### config.mk
export PLATFORM = sky130hd
export DESIGN_NAME = bch_t2_decoder
export DESIGN_NICKNAME = d
export VERILOG_FILES = /design/src/rtl/bch_t2_decoder.sv
export SDC_FILE = /design/constraint.sdc
export NUM_CORES = 1
export LEC_CHECK = 0
export BUFFER_PORTS_ARGS = -buffer_cell sky130_fd_sc_hd__buf_2
export CAP_MARGIN = 20
export CORE_MARGIN = 10
export CORE_UTILIZATION = 55
export CTS_CLUSTER_DIAMETER = 60
export DETAILED_ROUTE_END_ITERATION = 16
export PLACE_DENSITY = 0.68
export SYNTH_ARGS = -nofsm -noshare
export SYNTH_HDL_FRONTEND = slang
export SYNTH_SLANG_ARGS = --single-unit
export TNS_END_PERCENT = 20
### constraint.sdc
create_clock -name clk -period 28 [get_ports clk]
set_input_delay 5.6 -clock clk [delete_from_list [all_inputs] [get_ports clk]]
set_output_delay 5.6 -clock clk [all_outputs]
set_load 0.01 [all_outputs]
### src/rtl/bch_t2_decoder.sv
// Binary BCH t=2 decoder over GF(2^M): bit-serial syndromes,
// closed-form locator, Chien search, then buffered corrected output.
module bch_t2_decoder #(
  parameter int         M         = 6,
  parameter logic [M:0] PRIM_POLY = 7'b1000011,
  parameter int         N         = 63
) (
  input  logic       clk,
  input  logic       rst,
  input  logic       in_valid,
  input  logic       in_data,
  output logic       in_ready,
  output logic       out_valid,
  output logic       out_data,
  output logic       out_last,
  input  logic       out_ready,
  output logic [1:0] out_err_cnt,
  output logic       out_uncorr
);

  localparam int CW = $clog2(N + 1);

  localparam logic [1:0] S_LOAD   = 2'd0;
  localparam logic [1:0] S_EDP    = 2'd1;
  localparam logic [1:0] S_CHIEN  = 2'd2;
  localparam logic [1:0] S_UNLOAD = 2'd3;

  localparam logic [CW-1:0] LAST  = CW'(N - 1);
  localparam logic [M-1:0]  ONE   = M'(1);
  localparam logic [M-1:0]  ALPHA = M'(2);

  function automatic logic [M-1:0] gf_mul(
    input logic [M-1:0] a,
    input logic [M-1:0] b
  );
    logic [M-1:0] r;
    logic [M-1:0] x;
    r = '0;
    x = a;
    for (int k = 0; k < M; k++) begin
      if (b[k]) r = r ^ x;
      x = x[M-1] ? ((x << 1) ^ PRIM_POLY[M-1:0]) : (x << 1);
    end
    return r;
  endfunction

  // a^(2^M-2) = product of a^(2^k), k=1..M-1
  function automatic logic [M-1:0] gf_inv(input logic [M-1:0] a);
    logic [M-1:0] r;
    logic [M-1:0] sq;
    r  = ONE;
    sq = a;
    for (int k = 1; k < M; k++) begin
      sq = gf_mul(sq, sq);
      r  = gf_mul(r, sq);
    end
    return r;
  endfunction

  logic [1:0]    state_q, state_d;
  logic [CW-1:0] cnt_q, cnt_d;
  logic [N-1:0]  buf_q, buf_d;
  logic [N-1:0]  mask_q, mask_d;
  logic [M-1:0]  s1_q, s1_d;
  logic [M-1:0]  s3_q, s3_d;
  logic [M-1:0]  a1_q, a1_d;
  logic [M-1:0]  a3_q, a3_d;
  logic [M-1:0]  s2_q, s2_d;
  logic [1:0]    exp_q, exp_d;
  logic [1:0]    roots_q, roots_d;
  logic [1:0]    ec_q, ec_d;
  logic          unc_q, unc_d;

  logic [M-1:0] alpha3;
  logic [M-1:0] lval;
  logic [M-1:0] s2_calc;
  logic         hit;
  logic         last;
  logic [1:0]   roots_n;

  assign alpha3  = gf_mul(ALPHA, gf_mul(ALPHA, ALPHA));
  assign last    = (cnt_q == LAST);
  assign lval    = gf_mul(a1_q, a1_q) ^ gf_mul(s1_q, a1_q) ^ s2_q;
  assign hit     = (lval == '0);
  assign roots_n = roots_q + {1'b0, hit};
  assign s2_calc = (s1_q == '0) ? '0
                 : (gf_mul(s1_q, s1_q) ^ gf_mul(s3_q, gf_inv(s1_q)));

  assign in_ready    = (state_q == S_LOAD);
  assign out_valid   = (state_q == S_UNLOAD);
  assign out_data    = out_valid & (buf_q[cnt_q] ^ mask_q[cnt_q]);
  assign out_last    = out_valid & last;
  assign out_err_cnt = ec_q;
  assign out_uncorr  = unc_q;

  // next-state: load/syndromes, locator, Chien search, unload
  always_comb begin
    state_d = state_q;
    cnt_d   = cnt_q;
    buf_d   = buf_q;
    mask_d  = mask_q;
    s1_d    = s1_q;
    s3_d    = s3_q;
    a1_d    = a1_q;
    a3_d    = a3_q;
    s2_d    = s2_q;
    exp_d   = exp_q;
    roots_d = roots_q;
    ec_d    = ec_q;
    unc_d   = unc_q;
    unique case (state_q)
      S_LOAD: begin
        if (in_valid) begin
          buf_d[cnt_q] = in_data;
          if (in_data) begin
            s1_d = s1_q ^ a1_q;
            s3_d = s3_q ^ a3_q;
          end
          a1_d = gf_mul(a1_q, ALPHA);
          a3_d = gf_mul(a3_q, alpha3);
          if (last) begin
            state_d = S_EDP;
            cnt_d   = '0;
          end else begin
            cnt_d = cnt_q + CW'(1);
          end
        end
      end
      S_EDP: begin
        s2_d = s2_calc;
        // 3 can never match a degree-2 root count
        if (s1_q == '0) exp_d = (s3_q == '0) ? 2'd0 : 2'd3;
        else            exp_d = (s2_calc == '0) ? 2'd1 : 2'd2;
        a1_d    = ONE;
        cnt_d   = '0;
        state_d = S_CHIEN;
      end
      S_CHIEN: begin
        mask_d[cnt_q] = hit;
        roots_d       = roots_n;
        a1_d          = gf_mul(a1_q, ALPHA);
        if (last) begin
          state_d = S_UNLOAD;
          cnt_d   = '0;
          if (roots_n != exp_q) begin
            unc_d  = 1'b1;
            ec_d   = 2'd0;
            mask_d = '0;
          end else begin
            ec_d = roots_n;
          end
        end else begin
          cnt_d = cnt_q + CW'(1);
        end
      end
      S_UNLOAD: begin
        if (out_ready) begin
          if (last) begin
            state_d = S_LOAD;
            cnt_d   = '0;
            mask_d  = '0;
            s1_d    = '0;
            s3_d    = '0;
            a1_d    = ONE;
            a3_d    = ONE;
            s2_d    = '0;
            exp_d   = 2'd0;
            roots_d = 2'd0;
            ec_d    = 2'd0;
            unc_d   = 1'b0;
          end else begin
            cnt_d = cnt_q + CW'(1);
          end
        end
      end
      default: state_d = S_LOAD;
    endcase
  end

  // state registers, synchronous reset aborts any word in flight
  always_ff @(posedge clk) begin
    if (rst) begin
      state_q <= S_LOAD;
      cnt_q   <= '0;
      buf_q   <= '0;
      mask_q  <= '0;
      s1_q    <= '0;
      s3_q    <= '0;
      a1_q    <= ONE;
      a3_q    <= ONE;
      s2_q    <= '0;
      exp_q   <= 2'd0;
      roots_q <= 2'd0;
      ec_q    <= 2'd0;
      unc_q   <= 1'b0;
    end else begin
      state_q <= state_d;
      cnt_q   <= cnt_d;
      buf_q   <= buf_d;
      mask_q  <= mask_d;
      s1_q    <= s1_d;
      s3_q    <= s3_d;
      a1_q    <= a1_d;
      a3_q    <= a3_d;
      s2_q    <= s2_d;
      exp_q   <= exp_d;
      roots_q <= roots_d;
      ec_q    <= ec_d;
      unc_q   <= unc_d;
    end
  end

endmodule
==> results.sh <==
export IMPL_cts_root_buf="clkbuf_16"
export IMPL_grt_pass1_vias=12900
export IMPL_cts_hold_buf=0
export IMPL_cts_tree="done"
export IMPL_tns_ns=0
export IMPL_gp_congestion=0.870
export IMPL_synth_top_family_by_area="compound AO/OA/AOI/OAI gates"
export IMPL_synth_adder_area_share=0.0158
export IMPL_rr_endpoint="exp_q[0]$_SDFFE_PP0P_"
export IMPL_pre_cts_slack_ns=15.80
export IMPL_power_leakage_nw=4.80
export IMPL_synth_fp_nets=1963
export IMPL_criticalPathCategory="reg -> reg"
export IMPL_insertion_delay_ns=0.43
export IMPL_syn_instance_count=1940
export IMPL_status="finished clean"
export IMPL_worst_pin_slew_ns=1.13
export IMPL_die_h_um=181
export IMPL_synth_simple_area_share=0.251
export IMPL_grt_pass1_wl_mm=67.2
export IMPL_cp_data_required_time_ns=28.34
export IMPL_worst_path_max_delay_cell="dfxtp_1"
export IMPL_grt_busiest_layer="met2"
export IMPL_routed_via_density=6.36
export IMPL_synth_compound_area_frac=0.258
export IMPL_synth_cell_types=92
export IMPL_hold_ws_ns=0.455
export IMPL_hp_start="buf_q[49]$_SDFFE_PP0P_"
export IMPL_dp_hpwl_mm=27.2
export IMPL_clockBufferDepth=2
export IMPL_portBuffers=11
export IMPL_min_path_cells=2
export IMPL_n_antenna_cell=0
export IMPL_worstSetupEndpointType="flip-flop"
export IMPL_syn_area_um2=14200
export IMPL_ys_flop_type="dfxtp_1"
export IMPL_antenna_found_initial=0
export IMPL_yosysWarnings=0
export IMPL_synth_edf_count=0
export IMPL_hp_class="reg -> reg"
export IMPL_first_iter_violations=1391
export IMPL_r2r_setup_slack_ns=15.49
export IMPL_cts_resized_gates=0
export IMPL_cts_sinks=171
export IMPL_post_route_drc_count=0
export IMPL_num_vias=13900
export IMPL_r2r_cells=39
export IMPL_clk_pin_slew_worst_paths_ns=0.07
export IMPL_worst_path_most_repeated_cell="xnor2_1"
export IMPL_crit_fanout=21
export IMPL_max_freq_mhz=79.9
export IMPL_cts_max_level=4
export IMPL_grt_max_degree=107
export IMPL_wirelength_mm=41.3
export IMPL_io_pins=12
export IMPL_ys_ff_latch=171
export IMPL_met2_usage=0.415
export IMPL_layout_setup_ws_ns=15.49
export IMPL_fin_crit_sh=0.447
export IMPL_synth_xor_area_share=0.167
export IMPL_relSlewSlack=0.242
export IMPL_postCtsSetupRepairBufs=0
export IMPL_avgSynthCellArea_um2=7.33
export IMPL_track_usage=0.241
export IMPL_die_area_um2=32700
export IMPL_slowest_delay_ns=0.77
export IMPL_fin_nets=1865
export IMPL_cp_start_kind="flip-flop"
export IMPL_rsz0062_at_grt="no"
export IMPL_postRouteAntennaNets=0
export IMPL_setup_worst_path_start="s1_q[5]$_SDFFE_PP0P_"
export IMPL_finalHoldViolations=0
export IMPL_p_per_area_nw_per_um2=40.6
export IMPL_grt_remaining_overflow=0
export IMPL_ys_seq_area_frac=0.241
export IMPL_skew_ns=0.0131
export IMPL_fp_dieW_um=181
export IMPL_setup_viol_count_final=0
export IMPL_ir_worst_vdd_uv=34.3
export IMPL_slew_viol_final=0
export IMPL_start_util=0.562
export IMPL_timing_rr_start="s1_q[5]$_SDFFE_PP0P_"
export IMPL_wl_per_cell_um=18.9
export IMPL_row_count=58
export IMPL_grt_use_met3=0.0268
export IMPL_maxCapViolations=0
export IMPL_core_um2=25300
export IMPL_hold_path_end="buf_q[49]$_SDFFE_PP0P_"
export IMPL_arrival_ns=12.85
export IMPL_final_layout_size_suffix_gt1_frac=0.0680
export IMPL_fin_crit_ns=12.51
export IMPL_areaGrowthSynthToFinish_pct=4.63
export IMPL_use_met1=0.303
export IMPL_firstDrtPassIters=5
export IMPL_muxShareOfSynthArea=0.0155
export IMPL_cts_made_buffers=17
export IMPL_async_flop_share=0
state kept, by name, summed over array words and instances, names as in the netlist, 6 cells and up:
register	count
a1_q	6
mask_q	63
cnt_q	6
s3_q	6
s2_q	6
s1_q	6
buf_q	63
a3_q	6
Yosys cell counts (all sizes together) (10+ instances only):
| library cell | instances | area, µm² |
|---|---|---|
| ha | 18 | 225 |
| a22o | 12 | 105 |
| and2 | 14 | 87.6 |
| a31oi | 24 | 150 |
| xnor2 | 136 | 1280 |
| xor2 | 39 | 387 |
| dfxtp | 171 | 3420 |
| nor4 | 14 | 93.8 |
| nand4 | 11 | 68.8 |
| nor2 | 262 | 988 |
| buf | 40 | 223 |
| nor3 | 27 | 163 |
| xnor3 | 27 | 611 |
| or3 | 11 | 68.8 |
| mux2i | 16 | 160 |
| o211ai | 20 | 150 |
| o21ai | 124 | 624 |
| inv | 27 | 101 |
| nor2b | 12 | 75.1 |
| a21oi | 133 | 673 |
| and3 | 12 | 75.1 |
| nand3b | 10 | 75.1 |
| a211oi | 25 | 225 |
| nand3 | 115 | 581 |
| a221oi | 14 | 129 |
| nand2 | 268 | 1010 |
| clkbuf | 109 | 410 |
| a22oi | 115 | 863 |
cells by family after synthesis:
logic type	after synthesis
flops	171
compound gates	552
mux	21
simple gates	795
buf+inv	177
fa+ha+maj	18
xor+xnor	206
critical path, delay by kind of cell, from the launching register on:
family / cells / cell delay, ns
xor+xnor: 14 / 4.60
fa+ha+maj: 5 / 2.42
mux: 2 / 0.51
flops: 1 / 0.77
simple gates: 6 / 1.36
compound gates: 9 / 1.96
buf+inv: 3 / 0.76
how the worst max path moves through the flow:
| stage | to | slack [ns] | cells after the start |
|---|---|---|---|
| floorplan | exp_q[0]$_SDFFE_PP0P_ | 18.09 | 43 |
| global placement | exp_q[0]$_SDFFE_PP0P_ | 16.16 | 39 |
| detailed placement | exp_q[0]$_SDFFE_PP0P_ | 15.80 | 39 |
| CTS | exp_q[0]$_SDFFE_PP0P_ | 15.65 | 39 |
| global route | exp_q[0]$_SDFFE_PP0P_ | 14.70 | 39 |
| finish | exp_q[0]$_SDFFE_PP0P_ | 15.49 | 39 |
where the power goes:
group,internal (mW),switching [mW]
clock,0.148,0.103
combinational,0.0342,0.0697
sequential,0.245,0.00463
total,0.427,0.177
through the flow:
step	util	power, mW	instances	instance area, µm²
finish	0.588	0.604	2184	14900
global placement	0.563	0.355	2152	14200
CTS	0.588	0.605	2184	14900
global route	0.588	0.625	2184	14900
detailed placement	0.563	0.357	2153	14300
floorplan	-	0.333	1940	14200
placed cells by master (no fill, tap or decap), drive strengths merged, types with 11 or more instances in the layout:
master and instances:
a221oi 14, a22oi 115, or3 11, and2 14, nand3 115, nor2 262, dfxtp 171, xnor2 136
nor4 14, xnor3 27, nand4 11, a31oi 24, a21oi 133, nor3 27, o21ai 124, nor2b 12
xor2 39, buf 32, a211oi 25, nand2 268, and3 12, ha 18, mux2i 16, clkbuf 20
inv 29, a22o 12, o211ai 20
metal layers:
metal | wire, µm | up-vias | share of wire
met2 | 20000 | 480 | 0.48
met4 | 1110 | 0 | 0.027
li1 | - | 6714 | -
met1 | 18000 | 6604 | 0.44
met3 | 2100 | 83 | 0.051
met5 | 0 | - | 0
final cells by class:
class	instances	area, µm²
multi-input combinational	1592	10100
inverter	28	105
sequential	171	3420
clock inverter	11	159
timing repair buffer	32	215
fill	2425	10400
clock buffer	20	467
tap	330	413
(Power assumes the default switching activity.)
